`config.mk`:
```
export PLATFORM = sky130hd
export DESIGN_NAME = instr_fetch_ctrl
export DESIGN_NICKNAME = d
export VERILOG_FILES = /design/src/rtl/fetch_pkg.sv /design/src/rtl/fetch_out_reg.sv /design/src/rtl/instr_fetch_ctrl.sv
export SDC_FILE = /design/constraint.sdc
export NUM_CORES = 1
export LEC_CHECK = 0
export ABC_CLOCK_PERIOD_IN_PS = 2300
export BUFFER_PORTS_ARGS = -buffer_cell sky130_fd_sc_hd__buf_2
export CAP_MARGIN = 15
export CORE_MARGIN = 2
export CORE_UTILIZATION = 30
export DETAILED_ROUTE_END_ITERATION = 8
export PLACE_DENSITY = 0.52
export SLEW_MARGIN = 40
export SYNTH_ARGS = -nofsm -noshare
export SYNTH_HDL_FRONTEND = slang
export SYNTH_SLANG_ARGS = --single-unit
```
`constraint.sdc`:
```
create_clock -name clk -period 2.3 [get_ports clk]
set_input_delay 0.115 -clock clk [delete_from_list [all_inputs] [get_ports clk]]
set_output_delay 0.115 -clock clk [all_outputs]
set_load 0.005 [all_outputs]
```
`src/rtl/fetch_pkg.sv`:
```
// Shared types and constants for the instruction fetch controller.
package fetch_pkg;

    localparam int INSTR_W = 32;
    localparam int PC_W    = 32;
    localparam logic [PC_W-1:0] PC_STEP = 32'd4;

    typedef enum logic [1:0] {
        ST_IDLE   = 2'd0,
        ST_RUN    = 2'd1,
        ST_HALTED = 2'd2,
        ST_FAULT  = 2'd3
    } fetch_state_e;

endpackage

```
`src/rtl/fetch_out_reg.sv`:
```
// One-entry valid/ready holding register between the ROM and the decode stage.
module fetch_out_reg
    import fetch_pkg::*;
(
    input  logic               clk,
    input  logic               rst_n,
    input  logic               i_load,
    input  logic               i_flush,
    input  logic               i_ready,
    input  logic [INSTR_W-1:0] i_instr,
    input  logic [PC_W-1:0]    i_pc,
    output logic               o_valid,
    output logic [INSTR_W-1:0] o_instr,
    output logic [PC_W-1:0]    o_pc,
    output logic               o_can_load
);

    logic               r_valid;
    logic [INSTR_W-1:0] r_instr;
    logic [PC_W-1:0]    r_pc;

    assign o_can_load = !r_valid || i_ready;
    assign o_valid    = r_valid;
    assign o_instr    = r_instr;
    assign o_pc       = r_pc;

    // NOTE: every state register here is a plain flop, so all of them take the async reset.
    always_ff @(posedge clk or negedge rst_n) begin
        if (!rst_n) begin
            r_valid <= 1'b0;
            r_instr <= '0;
            r_pc    <= '0;
        end else if (i_flush) begin
            // A word accepted on this same edge has already transferred; only valid drops.
            r_valid <= 1'b0;
        end else if (i_load) begin
            r_valid <= 1'b1;
            r_instr <= i_instr;
            r_pc    <= i_pc;
        end else if (r_valid && i_ready) begin
            r_valid <= 1'b0;
        end
    end

endmodule

```
`src/rtl/instr_fetch_ctrl.sv`:
```
// Fetch sequencer: owns the PC, addresses the ROM and handles start/halt/redirect/fault.
module instr_fetch_ctrl
    import fetch_pkg::*;
#(
    parameter int              ROM_AW    = 6,
    parameter logic [PC_W-1:0] RESET_PC  = 32'h0,
    parameter bit              CHK_RANGE = 1'b1
) (
    input  logic               clk,
    input  logic               rst_n,
    input  logic               start,
    input  logic               halt_req,
    input  logic               redirect_valid,
    input  logic [PC_W-1:0]    redirect_pc,
    output logic [ROM_AW-1:0]  rom_addr,
    input  logic [INSTR_W-1:0] rom_data,
    output logic [INSTR_W-1:0] instr,
    output logic [PC_W-1:0]    instr_pc,
    output logic               instr_valid,
    input  logic               instr_ready,
    output logic               fault,
    output logic [1:0]         state_o
);

    fetch_state_e    r_state;
    logic [PC_W-1:0] r_pc;
    logic            r_fault;

    logic w_can_load;
    logic w_out_of_range;
    logic w_misaligned;
    logic w_try;
    logic w_fire;
    logic w_range_fault;
    logic w_redirect_ok;
    logic w_flush;

    assign rom_addr = r_pc[ROM_AW+1:2];
    assign fault    = r_fault;
    assign state_o  = r_state;

    // Any PC bit above the ROM's byte range means the fetch would fall off the end.
    assign w_out_of_range = CHK_RANGE && (r_pc[PC_W-1:ROM_AW+2] != '0);
    assign w_misaligned   = (redirect_pc[1:0] != 2'b00);
    assign w_try          = (r_state == ST_RUN) && w_can_load && !redirect_valid && !halt_req;
    assign w_fire         = w_try && !w_out_of_range;
    assign w_range_fault  = w_try && w_out_of_range;
    assign w_redirect_ok  = redirect_valid && (r_state != ST_FAULT);
    assign w_flush        = w_redirect_ok || w_range_fault;

    fetch_out_reg u_out (
        .clk        (clk),
        .rst_n      (rst_n),
        .i_load     (w_fire),
        .i_flush    (w_flush),
        .i_ready    (instr_ready),
        .i_instr    (rom_data),
        .i_pc       (r_pc),
        .o_valid    (instr_valid),
        .o_instr    (instr),
        .o_pc       (instr_pc),
        .o_can_load (w_can_load)
    );

    // NOTE: sequential state uses non-blocking assignments so every flop samples pre-edge values.
    always_ff @(posedge clk or negedge rst_n) begin
        if (!rst_n) begin
            r_state <= ST_IDLE;
            r_pc    <= RESET_PC;
            r_fault <= 1'b0;
        end else if (r_state != ST_FAULT) begin
            if (redirect_valid && w_misaligned) begin
                r_state <= ST_FAULT;
                r_fault <= 1'b1;
            end else begin
                if (redirect_valid) begin
                    r_pc <= redirect_pc;
                end else if (w_fire) begin
                    r_pc <= r_pc + PC_STEP;
                end
                case (r_state)
                    ST_IDLE: begin
                        if (start) r_state <= ST_RUN;
                    end
                    ST_RUN: begin
                        if (halt_req) begin
                            r_state <= ST_HALTED;
                        end else if (w_range_fault) begin
                            r_state <= ST_FAULT;
                            r_fault <= 1'b1;
                        end
                    end
                    ST_HALTED: begin
                        if (!halt_req) r_state <= ST_RUN;
                    end
                    default: ;
                endcase
            end
        end
    end

endmodule

```
Word level (Yosys, flattened, before mapping)
Index checks and enable logic that the tools add are counted.

word-level totals
  bits in registers = 100
  bits in latches = 0
  memory bits (writable) = 0
  memory bits (read-only) = 0
  bits of input ports = 70
  output and inout bits = 74
  logic and storage cells = 57
  memories kept = 0

operators by class
  $add $sub $neg = 1
  $mul = 0
  divide/modulo/power cells = 0
  order comparisons = 0
  equal/unequal tests = 7
  shifts and indexed selects = 0
  multiplexer cells = 15
  bitwise logic cells = 2
  reductions and logical operators = 26

operator list
  kind                                                    count
  2-to-1 mux 32 bit                                       2
  adder 32 x 3 -> 32 bit (second input constant)          1
  nonzero test 24 bit                                     1
  2-to-1 mux 2 bit                                        5
  logical AND 1 bit                                       8
  nonzero test 2 bit                                      4
  2-to-1 mux 1 bit                                        7
  inequality test 3 bit (second input constant)           2
  one-hot mux 2 bit (3 select lines)                      1
  AND reduction 5 bit                                     1
  zero test 1 bit                                         4
  inequality test 4 x 3 -> 1 bit (second input constant)  1
  AND reduction 4 bit                                     1
  nonzero test 4 bit                                      1
  AND reduction 3 bit                                     1
  nonzero test 3 bit                                      1
  == test 2 x 1 -> 1 bit (second input constant)          1
  == test 2 bit (second input constant)                   1
  zero test 2 bit                                         1
  logical OR 1 bit                                        2
  inequality test 2 x 1 -> 1 bit (second input constant)  1
  inequality test 2 bit (second input constant)           1
  inverter 1 bit                                          2
  AND reduction 2 bit                                     1

Longest topological paths before layout
Gate-level depths: netlist (run 1).

  depth in word-level cells = 10
  gate-level depth with buffers = 7

By module
Synthesis (run 1) repeated with hierarchy kept, for this count alone.

second synthesis, totals
  cells, all modules = 364
  area total of the unflattened synthesis = 4,707.0 um^2

modules (own cells, without submodules)
  module            times used  cells an instance  area an instance (um^2)  seq. area each (um^2)
  fetch_out_reg     1           140                2,741.4                  1,626.6
  instr_fetch_ctrl  1           224                1,965.6                  875.8

Worst setup path before layout (run 1)
OpenSTA, ideal clock, no wires.

  kind = register to register
  from = register r_state[1], in the netlist state_o[1]
  to = register r_pc[17]
  setup time = 0.130 ns
  arrival = 2.010 ns
  data required time = 2.170 ns
  setup slack = 0.160 ns
  stages on the path, launching flop included = 7
  path buffers = 1
  clock period less this slack = 2.140 ns
  cells stage by stage = dfrtp_1 -> or4b_1 -> or4_1 -> o21a_1 -> buf_6 -> o21ai_1 -> o31ai_1

between the ends
  cells in the longest elaborated chain, start to end = 7
  elaborated cells between the ends (all ways) = 8
  those cells by class = eq/ne (2); reduce/logical (6)

ends and longest elaborated chain
  item                               line                    source
  from (decl)                        instr_fetch_ctrl.sv:25  fetch_state_e r_state;
  from (signal assigned)             instr_fetch_ctrl.sv:68  r_state <= ST_IDLE;
  from (signal assigned)             instr_fetch_ctrl.sv:73  r_state <= ST_FAULT;
  from (signal assigned)             instr_fetch_ctrl.sv:83  if (start) r_state <= ST_RUN;
  == test 2 x 1 -> 1 bit             instr_fetch_ctrl.sv:45  assign w_try = (r_state == ST_RUN) && w_can_load && !redirect_valid && !halt_req;
  logical AND 1 bit (3 in series)    instr_fetch_ctrl.sv:45
  logical AND 1 bit                  instr_fetch_ctrl.sv:46  assign w_fire = w_try && !w_out_of_range;
  nonzero test 2 bit (no line)       -
  AND reduction 3 bit (no line) (*)  -
  to (signal assigned)               instr_fetch_ctrl.sv:77  r_pc <= redirect_pc;
  to (signal assigned)               instr_fetch_ctrl.sv:79  r_pc <= r_pc + PC_STEP;
  to (decl)                          instr_fetch_ctrl.sv:26  logic [PC_W-1:0] r_pc;

Mark *: on every way between the ends. The rest lies on a longest branch, timed or not.
A chain may end at the register's enable or synchronous reset.

Worst setup path after layout (run 1)
  from = register r_state[1], in the netlist state_o[1]
  to = register r_pc[5]

Same word-level chain as after synthesis.

==> results of run 1 <==
==> Yosys cell counts (all sizes together), types with 2 or more instances <==
| cell | number | area (µm²) |
|---|---|---|
| dfrtp | 100 | 2500 |
| mux2 | 41 | 462 |
| nand2 | 33 | 124 |
| nor2b | 26 | 163 |
| nor2 | 19 | 71.3 |
| o21ai | 18 | 90.1 |
| a21oi | 13 | 65.1 |
| buf | 12 | 83.8 |
| clkbuf | 8 | 30.0 |
| nor3 | 8 | 51.3 |
| nand4 | 7 | 43.8 |
| a31oi | 5 | 31.3 |
| nor4 | 5 | 31.3 |
| inv | 4 | 15.0 |
| o22ai | 4 | 25.0 |
| and2 | 3 | 18.8 |
| nand2b | 3 | 18.8 |
| nand3 | 3 | 15.0 |
| or2 | 3 | 18.8 |
| or4 | 3 | 22.5 |
| a211o | 2 | 17.5 |
| a21o | 2 | 15.0 |
| a22oi | 2 | 15.0 |
| a41oi | 2 | 17.5 |
| and3 | 2 | 12.5 |
| and4 | 2 | 17.5 |
| o22a | 2 | 17.5 |
| o31ai | 2 | 15.0 |
| or3 | 2 | 12.5 |
==> registers in the layout, indices dropped and copies added (netlist names) <==
register and count:
r_pc 32, fault 1, state_o 2, u_out.o_valid 1, u_out.o_pc 32, u_out.o_instr 32
==> cell families (layout without fill, tap and decap cells) <==
| logic type | Yosys count | in the layout |
|---|---|---|
| compound gates | 56 | 56 |
| flops | 100 | 100 |
| fa+ha+maj | 1 | 1 |
| other cells | 0 | 1 |
| buf+inv | 24 | 227 |
| mux | 42 | 42 |
| simple gates | 122 | 122 |
==> layout by cell type (no fill, tap or decap), types with 2 or more instances in the layout <==
cell type      Yosys  layout
and4_1             2       2
or4_1              3       3
nor3_1             7       6
nand2_1           33      33
a22oi_1            2       2
clkinv_2           0       4
buf_2              4     142
nand3_1            3       3
clkbuf_16          0       9
buf_12             0       2
buf_4              7      17
nand4_1            7       7
a21o_1             2       2
o22a_1             2       2
nand2b_1           3       3
and2_1             3       3
a31oi_1            5       5
dfrtp_1          100     100
mux2_2            41      41
o21ai_1            4       4
nor2b_1           26      26
or2_1              2       2
inv_1              4       4
nor4_1             5       5
o31ai_1            2       2
a21oi_1           13      13
o21ai_0           14      14
a211o_1            2       2
and3_1             2       2
o22ai_1            4       4
nor2_1            19      19
dlygate4sd3_1      0      45
or3_1              2       2
a41oi_1            2       2
==> area by class of cell <==
type / instances / area (µm²)
fillers: 1248 / 7460
flip-flops and latches: 100 / 2500
multi-input cells: 221 / 1480
repair buffers: 207 / 1340
clock buffers: 11 / 243
well taps: 176 / 220
clock inverters: 5 / 27.5
inverters: 4 / 15.0
diodes: 1 / 2.50
==> worst max-delay path by stage <==
stage                from  endpoint  cells after the start
6_report       state_o[1]   r_pc[5]                      5
5_1_grt          r_pc[24]   r_pc[6]                      6
4_1_cts        state_o[1]  r_pc[25]                      4
3_5_place_dp   state_o[1]   r_pc[4]                      5
3_3_place_gp   state_o[1]  r_pc[25]                      4
2_1_floorplan  state_o[1]  r_pc[17]                      6
==> layer usage <==
| metal | up-vias | routed length, µm | global-route usage, % |
|---|---|---|---|
| met5 | - | 0 | 0 |
| met4 | 0 | 291 | 8.07 |
| met3 | 17 | 603 | 3.71 |
| met2 | 103 | 5130 | 24.0 |
| met1 | 1660 | 4890 | 20.0 |
| li1 | 1606 | - | - |
==> where the power goes <==
part / switching [mW] / internal [mW]
Combinational: 0.152 / 0.177
Clock: 0.654 / 0.756
Sequential: 0.0700 / 1.83
==> worst reg2reg max path, delay by kind of cell (launching register included) <==
kind | cells | cell delay, ns
DFF | 1 | 0.38
and+or+nand+nor | 2 | 1.04
AOI/OAI and AO/OA | 2 | 0.47
buffers and inverters | 1 | 0.21
==> repair_timing <==
| action | in CTS | in global routing |
|---|---|---|
| gates resized for setup | 0 | 1 |
| hold buffers | 45 | 0 |
| hold endpoints to repair | 103 | 0 |
| setup endpoints to repair | 0 | 50 |
| buffers inserted | 0 | 2 |
==> results.sh, run 1 <==
export IMPL_ys_seq_elements=100
export IMPL_holdWs_ns=0.0318
export IMPL_min_path_cells=3
export IMPL_fin_nets=614
export IMPL_irDropWorstVdd_uv=392
export IMPL_placed_area_um2=5090
export IMPL_place_ws_ns=0.0432
export IMPL_htreeDepth=3
export IMPL_dieArea_um2=14600
export IMPL_grt_pass1_wl_um=17400
export IMPL_rows=42
export IMPL_synth_edf_count=0
export IMPL_outcome="completed"
export IMPL_cts_tree="yes"
export IMPL_dr_pass1_iters=4
export IMPL_synth_xor_area_share_pct=0
export IMPL_fp_dieW_um=121
export IMPL_total_power_mw=3.64
export IMPL_synth_async_reset_ratio_pct=100
export IMPL_tightestPinTransition_ns=0.580
export IMPL_critPathLaunchType="register"
export IMPL_end_kind="register"
export IMPL_yosysUniqueCellTypes=43
export IMPL_vias=3386
export IMPL_tns_ns=0
export IMPL_grt_usage_pct=15.5
export IMPL_muxShareOfSynthArea_pct=11.5
export IMPL_rsz0062_at_grt="yes"
export IMPL_cp_required_ns=2.54
export IMPL_cp_data_arrival_time_ns=2.46
export IMPL_whs_endpoint="r_pc[30]"
export IMPL_detail_route_antenna_nets=0
export IMPL_max_clock_freq_mhz=450
export IMPL_placed_cells=661
export IMPL_wl_per_cell_um=15.1
export IMPL_pin_count=144
export IMPL_synthFlopType="dfrtp_1"
export IMPL_yosysSeqAreaShare_pct=60.9
export IMPL_maxCapViolations=0
export IMPL_synth_compound_area_share_pct=8.38
export IMPL_core_um2=13300
export IMPL_r2r_setup_slack_ns=0.08
export IMPL_final_area_um2=5830
export IMPL_grt_pass1_vias=3351
export IMPL_hold_violations=0
export IMPL_numPortBuffers=143
export IMPL_power_density_nw_per_um2=624
export IMPL_ys_warn_count=0
export IMPL_cp_num_buf_inv=1
export IMPL_gp_congestion=0.810
export IMPL_setup_ws_ns=0.0765
export IMPL_cp_top_family="simple AND/OR/NAND/NOR gates"
export IMPL_p_leak_nw=3.09
export IMPL_worst_r2r_path_depth=5
export IMPL_fin_cells=725
export IMPL_layout_drive_gt1_share_pct=40.7
export IMPL_syn_instance_count=345
export IMPL_synth_nets=416
export IMPL_die_h_um=121
export IMPL_hold_path_startpoint="redirect_pc[30]"
export IMPL_drtIter0Drc=162
export IMPL_slowest_delay_ns=0.54
export IMPL_drcViolationCount=0
export IMPL_worstSetupPathType="register to register"
export IMPL_synth_top_family_by_area="simple AND/OR/NAND/NOR gates"
export IMPL_viasPerCell=4.67
export IMPL_finalCritPeriodShare_pct=96.7
export IMPL_drv_slew=0
export IMPL_root_buffer="clkbuf_16"
export IMPL_crit_chain="or4b_1 -> or4_1 -> o21ai_1 -> buf_4 -> o2bb2a_1"
export IMPL_netlist_area_um2=4110
export IMPL_r2r_start="state_o[1]"
export IMPL_cts_num_sinks=100
export IMPL_cp_slowest_cell="or4_1"
export IMPL_r2r_end="r_pc[5]"
export IMPL_start_util_pct=30.9
export IMPL_clk_pin_slew_ns=0.07
export IMPL_synthAdderAreaFrac_pct=0.305
export IMPL_synthSimpleGateAreaFrac_pct=15.8
export IMPL_final_core_util_pct=43.9
export IMPL_wl_um=10900
export IMPL_cp_max_fo=6
export IMPL_setup_viol=0
export IMPL_synth_avg_cell_area_um2=11.9
export IMPL_grt_start_max_net_pins=62
export IMPL_area_growth_syn_to_layout_pct=42.0
export IMPL_cts_buffer_depth=2
export IMPL_antenna_found_initial=1
export IMPL_relSlewSlack_pct=61.3
export IMPL_clk_latency_ns=0.35
export IMPL_grt_ovfl_total=0
export IMPL_fin_crit_ns=2.22
export IMPL_cts_buffers=9
export IMPL_fin_skew_ns=0.00983
export IMPL_place_detailed_hpwl_um=7350
export IMPL_hp_class="input pin to register"
Note: power is estimated with default switching activity, not from simulation.
==> run 2: changes to the inputs <==
Settings changed: PLACE_DENSITY 0.52 to 0.58.
==> results.sh, run 2 (synthesis gave the netlist of run 1 again) <==
export IMPL_p_clk_share_pct=39.5
export IMPL_fp_dieW_um=121
export IMPL_cp_num_buf_inv=1
export IMPL_fin_skew_ns=0.00780
export IMPL_cp_required_ns=2.52
export IMPL_end_kind="register"
export IMPL_setup_viol=0
export IMPL_clk_latency_ns=0.34
export IMPL_wl_per_cell_um=15.4
export IMPL_cp_top_family="simple AND/OR/NAND/NOR gates"
export IMPL_gp_congestion=0.774
export IMPL_viasPerCell=4.69
export IMPL_grt_ovfl_total=0
export IMPL_diodes=0
export IMPL_drtIter0Drc=175
export IMPL_dr_pass1_iters=4
export IMPL_grt_usage_pct=15.0
export IMPL_place_detailed_hpwl_um=7260
export IMPL_p_int_mw=2.75
export IMPL_seq_power_share_pct=51.7
export IMPL_start_util_pct=30.9
export IMPL_dieArea_um2=14600
export IMPL_place_ws_ns=0.0198
export IMPL_grt_pass1_wl_um=17100
export IMPL_r2r_setup_slack_ns=0.05
export IMPL_p_leak_nw=3.09
export IMPL_wl_um=11100
export IMPL_total_power_mw=3.67
export IMPL_root_buffer="clkbuf_16"
export IMPL_p_sw_mw=0.914
export IMPL_slowest_delay_ns=0.56
export IMPL_maxCapViolations=0
export IMPL_worst_r2r_path_depth=5
export IMPL_hold_violations=0
export IMPL_htreeDepth=3
export IMPL_tns_ns=0
export IMPL_nFillCells=1258
export IMPL_r2r_end="u_out.o_instr[3]"
export IMPL_cp_slowest_cell="or4_1"
export IMPL_outcome="completed"
export IMPL_critPathLaunchType="register"
export IMPL_area_growth_syn_to_layout_pct=42.3
export IMPL_crit_path_start="r_pc[24]"
export IMPL_core_um2=13300
export IMPL_combPwrFrac_pct=8.8
export IMPL_fin_crit_ns=2.25
export IMPL_clk_pin_slew_ns=0.07
export IMPL_setup_ws_ns=0.0463
export IMPL_final_cell_mix="buf_2, dfrtp_1, mux2_2"
export IMPL_grt_pass1_vias=3373
export IMPL_worst_path_stages=5
export IMPL_antenna_found_initial=1
export IMPL_r2r_start="r_pc[24]"
export IMPL_final_core_util_pct=43.9
export IMPL_irDropWorstVdd_uv=301
export IMPL_cp_data_arrival_time_ns=2.48
export IMPL_tightestPinTransition_ns=0.465
export IMPL_cp_max_fo=17
export IMPL_grt_start_max_net_pins=54
export IMPL_numPortBuffers=143
export IMPL_rsz0062_at_grt="yes"
export IMPL_power_density_nw_per_um2=628
export IMPL_switching_share_pct=24.9
export IMPL_holdWs_ns=0.00996
export IMPL_worstSetupEndpoint="u_out.o_instr[3]"
export IMPL_vias=3384
export IMPL_finalCritPeriodShare_pct=98.0
export IMPL_die_h_um=121
export IMPL_cts_buffer_depth=2
export IMPL_fin_nets=611
export IMPL_drv_slew=0
export IMPL_drcViolationCount=0
export IMPL_layout_drive_gt1_share_pct=41.5
export IMPL_cts_tree="yes"
export IMPL_hp_class="input pin to register"
export IMPL_pin_count=144
export IMPL_final_common_cell="buf_2"
export IMPL_relSlewSlack_pct=68.9
export IMPL_crit_chain="or4_1 -> or2_1 -> nor3_4 -> buf_4 -> mux2_2"
export IMPL_cts_buffers=9
export IMPL_max_clock_freq_mhz=444
export IMPL_cts_num_sinks=100
export IMPL_detail_route_antenna_nets=0
export IMPL_worstSetupPathType="register to register"
export IMPL_rows=42
run 2: cell types whose count changed in the layout (fill, tap and decap cells not counted), sizes merged:
cell,change
dlygate4sd3,-6
inv,+4
clkinv,-3
buf,+1
clkbuf,+1
diode,-1
run 2: per-stage QoR:
| stage | std cells | cell area [µm²] |
|---|---|---|
| floorplan | 345 | 4110 |
| global placement | 661 | 5090 |
| detailed placement | 661 | 5090 |
| CTS | 716 | 5760 |
| global route | 721 | 5840 |
| finish | 721 | 5840 |
run 2: how the worst min path moves through the flow:
| stage | start | to | cells after the start |
|---|---|---|---|
| 2_1_floorplan | rst_n | fault | 0 |
| 3_3_place_gp | rst_n | u_out.o_instr[0] | 1 |
| 3_5_place_dp | rst_n | u_out.o_instr[4] | 1 |
| 4_1_cts | rom_data[5] | u_out.o_instr[5] | 2 |
| 5_1_grt | rom_data[6] | u_out.o_instr[6] | 2 |
| 6_report | redirect_pc[30] | r_pc[30] | 3 |
run 2: final cells by class:
cell class | instances | area [µm²] | area share (%)
sequential | 100 | 2500 | 42.8
tap | 176 | 220 | 3.77
clock inverter | 6 | 53.8 | 0.921
clock buffer | 10 | 229 | 3.92
multi-input combinational | 221 | 1480 | 25.4
inverter | 4 | 15.0 | 0.257
timing repair buffer | 204 | 1340 | 23.0
run 2: timing repair:
action | CTS | global route
gates resized for setup | 0 | 2
endpoints found under the hold margin | 67 | 0
hold buffers | 39 | 0
setup buffers | 0 | 2
setup endpoints to repair | 0 | 9
run 2: worst reg2reg max path: stages, from the launching register on:
cell and delay (ns):
dfrtp_1 0.39, or4_1 0.56, or2_1 0.30, nor3_4 0.23, buf_4 0.28, mux2_2 0.38
run 2: power by group through the flow:
stage | clock network, mW | logic (mW) | registers [mW]
final | 1.45 | 0.321 | 1.90
after global routing | 1.56 | 0.365 | 1.91
after CTS | 1.50 | 0.326 | 1.90
after detailed placement | 0 | 0.274 | 1.93
after global placement | 0 | 0.268 | 1.93
after floorplan | 0 | 0.122 | 1.92
run 2: per-layer routing:
layer | share of wire, % | track usage (%) | up-vias
li1 | - | - | 1607
met1 | 42 | 18.6 | 1658
met2 | 50 | 25.0 | 100
met3 | 6.0 | 3.85 | 17
met4 | 1.6 | 5.74 | 2
met5 | 0.099 | 0 | -
==> run 3: changes to the inputs <==
Settings changed: BUFFER_PORTS_ARGS -buffer_cell sky130_fd_sc_hd__buf_2 to -buffer_cell sky130_fd_sc_hd__buf_4.
==> results.sh, run 3 (synthesis gave the netlist of run 1 again) <==
export IMPL_cp_top_family="simple AND/OR/NAND/NOR gates"
export IMPL_cp_data_arrival_time_ns=2.42
export IMPL_grt_start_max_net_pins=51
export IMPL_fin_skew_ns=0.00550
export IMPL_relSlewSlack_pct=54.5
export IMPL_end_kind="register"
export IMPL_pin_count=144
export IMPL_grt_ovfl_total=0
export IMPL_grt_usage_pct=15.3
export IMPL_p_clk_share_pct=42.8
export IMPL_setup_viol=0
export IMPL_p_int_mw=3.09
export IMPL_p_leak_nw=3.16
export IMPL_fp_dieW_um=121
export IMPL_die_h_um=121
export IMPL_wl_per_cell_um=15.2
export IMPL_switching_share_pct=22.0
export IMPL_dr_pass1_iters=4
export IMPL_drcViolationCount=0
export IMPL_r2r_setup_slack_ns=0.11
export IMPL_final_common_cell="buf_4"
export IMPL_combPwrFrac_pct=9.3
export IMPL_cp_required_ns=2.52
export IMPL_clk_pin_slew_ns=0.07
export IMPL_rsz0062_at_grt="no"
export IMPL_numPortBuffers=143
export IMPL_drtIter0Drc=170
export IMPL_rows=42
export IMPL_placed_area_um2=5450
export IMPL_gp_congestion=0.757
export IMPL_drv_slew=0
export IMPL_start_util_pct=30.9
export IMPL_cp_max_fo=46
export IMPL_diodes=0
export IMPL_htreeDepth=3
export IMPL_p_sw_mw=0.872
export IMPL_fin_crit_ns=2.19
export IMPL_outcome="completed"
export IMPL_detail_route_antenna_nets=0
export IMPL_tns_ns=0
export IMPL_clk_latency_ns=0.34
export IMPL_cts_num_sinks=100
export IMPL_root_buffer="clkbuf_16"
export IMPL_max_clock_freq_mhz=456
export IMPL_area_growth_syn_to_layout_pct=51.4
export IMPL_irDropWorstVdd_uv=450
export IMPL_cts_buffer_depth=2
export IMPL_finalCritPeriodShare_pct=95.3
export IMPL_layout_drive_gt1_share_pct=41.0
export IMPL_critPathLaunchType="register"
export IMPL_cts_buffers=9
export IMPL_tightestPinTransition_ns=0.682
export IMPL_fin_nets=610
export IMPL_place_detailed_hpwl_um=7610
export IMPL_final_cell_mix="buf_4, dfrtp_1, dlygate4sd3_1"
export IMPL_cp_slowest_cell="or4_1"
export IMPL_grt_pass1_wl_um=17200
export IMPL_power_density_nw_per_um2=638
export IMPL_cp_num_buf_inv=1
export IMPL_antenna_found_initial=0
export IMPL_hold_violations=0
export IMPL_cts_tree="yes"
export IMPL_hp_class="input pin to register"
export IMPL_worstSetupPathType="register to register"
export IMPL_seq_power_share_pct=47.8
export IMPL_dieArea_um2=14600
export IMPL_final_core_util_pct=46.8
export IMPL_viasPerCell=4.73
export IMPL_slowest_delay_ns=0.54
export IMPL_final_area_um2=6220
export IMPL_maxCapViolations=0
export IMPL_core_um2=13300
export IMPL_crit_chain="or4_1 -> or2_1 -> nor3_4 -> buf_12 -> mux2_2"
export IMPL_grt_pass1_vias=3480
export IMPL_wl_um=11000
export IMPL_vias=3402
[run 3: cell types whose count changed in the layout (fill, tap and decap cells not counted), sizes merged]
cell	change
buf	-2
bufinv	+2
clkinv	-1
clkinvlp	-1
dlygate4sd3	+3
inv	-2
[run 3: final timing paths]
kind                                     end    startpoint  depth (start not counted)
setup / recovery           u_out.o_instr[10]      r_pc[24]                          5
hold / removal             u_out.o_instr[20]  rom_data[20]                          2
setup reg to reg           u_out.o_instr[10]      r_pc[24]                          5
hold reg to reg                        fault         fault                          1
max in group asynchronous         state_o[0]         rst_n                          3
min in group asynchronous     u_out.o_pc[26]         rst_n                          2
[run 3: through the flow]
step                      total power, mW  worst slack [ns]  hold slack, ns  cells
after floorplan                      2.04             0.160          -0.181    345
after global placement               2.24            0.0774           0.200    662
after detailed placement             2.25            0.0405           0.206    662
after CTS                            4.03            0.0308        0.000442    719
after global routing                 4.16            0.0117        0.000177    720
final                                3.96             0.108          0.0148    720
[run 3: power groups by stage]
stage / Combinational (mW) / Sequential, mW / Clock, mW
detailed placement: 0.317 / 1.93 / 0
global placement: 0.311 / 1.93 / 0
floorplan: 0.122 / 1.92 / 0
finish: 0.370 / 1.90 / 1.70
CTS: 0.373 / 1.90 / 1.76
global route: 0.411 / 1.91 / 1.84
[run 3: layout make-up]
class,instances,area [µm²]
clock buffer,12,267
clock inverter,4,77.6
fill,1212,7080
inverter,4,15.0
multi-input combinational,221,1480
sequential,100,2500
tap,176,220
timing repair buffer,203,1650
[run 3: repair_timing]
| item | CTS | global route |
|---|---|---|
| setup buffers | 0 | 0 |
| gates resized for setup | 0 | 1 |
| setup endpoints to repair | 0 | 4 |
| endpoints found under the hold margin | 88 | 1 |
| hold buffers | 41 | 1 |
[run 3: per-layer routing]
| layer | track usage, % | vias to the layer above | part of all wire (%) |
|---|---|---|---|
| met3 | 5.45 | 12 | 7.4 |
| li1 | - | 1599 | - |
| met2 | 25.6 | 119 | 50 |
| met4 | 5.31 | 0 | 2.1 |
| met1 | 18.1 | 1672 | 40 |
| met5 | 0 | - | 0 |
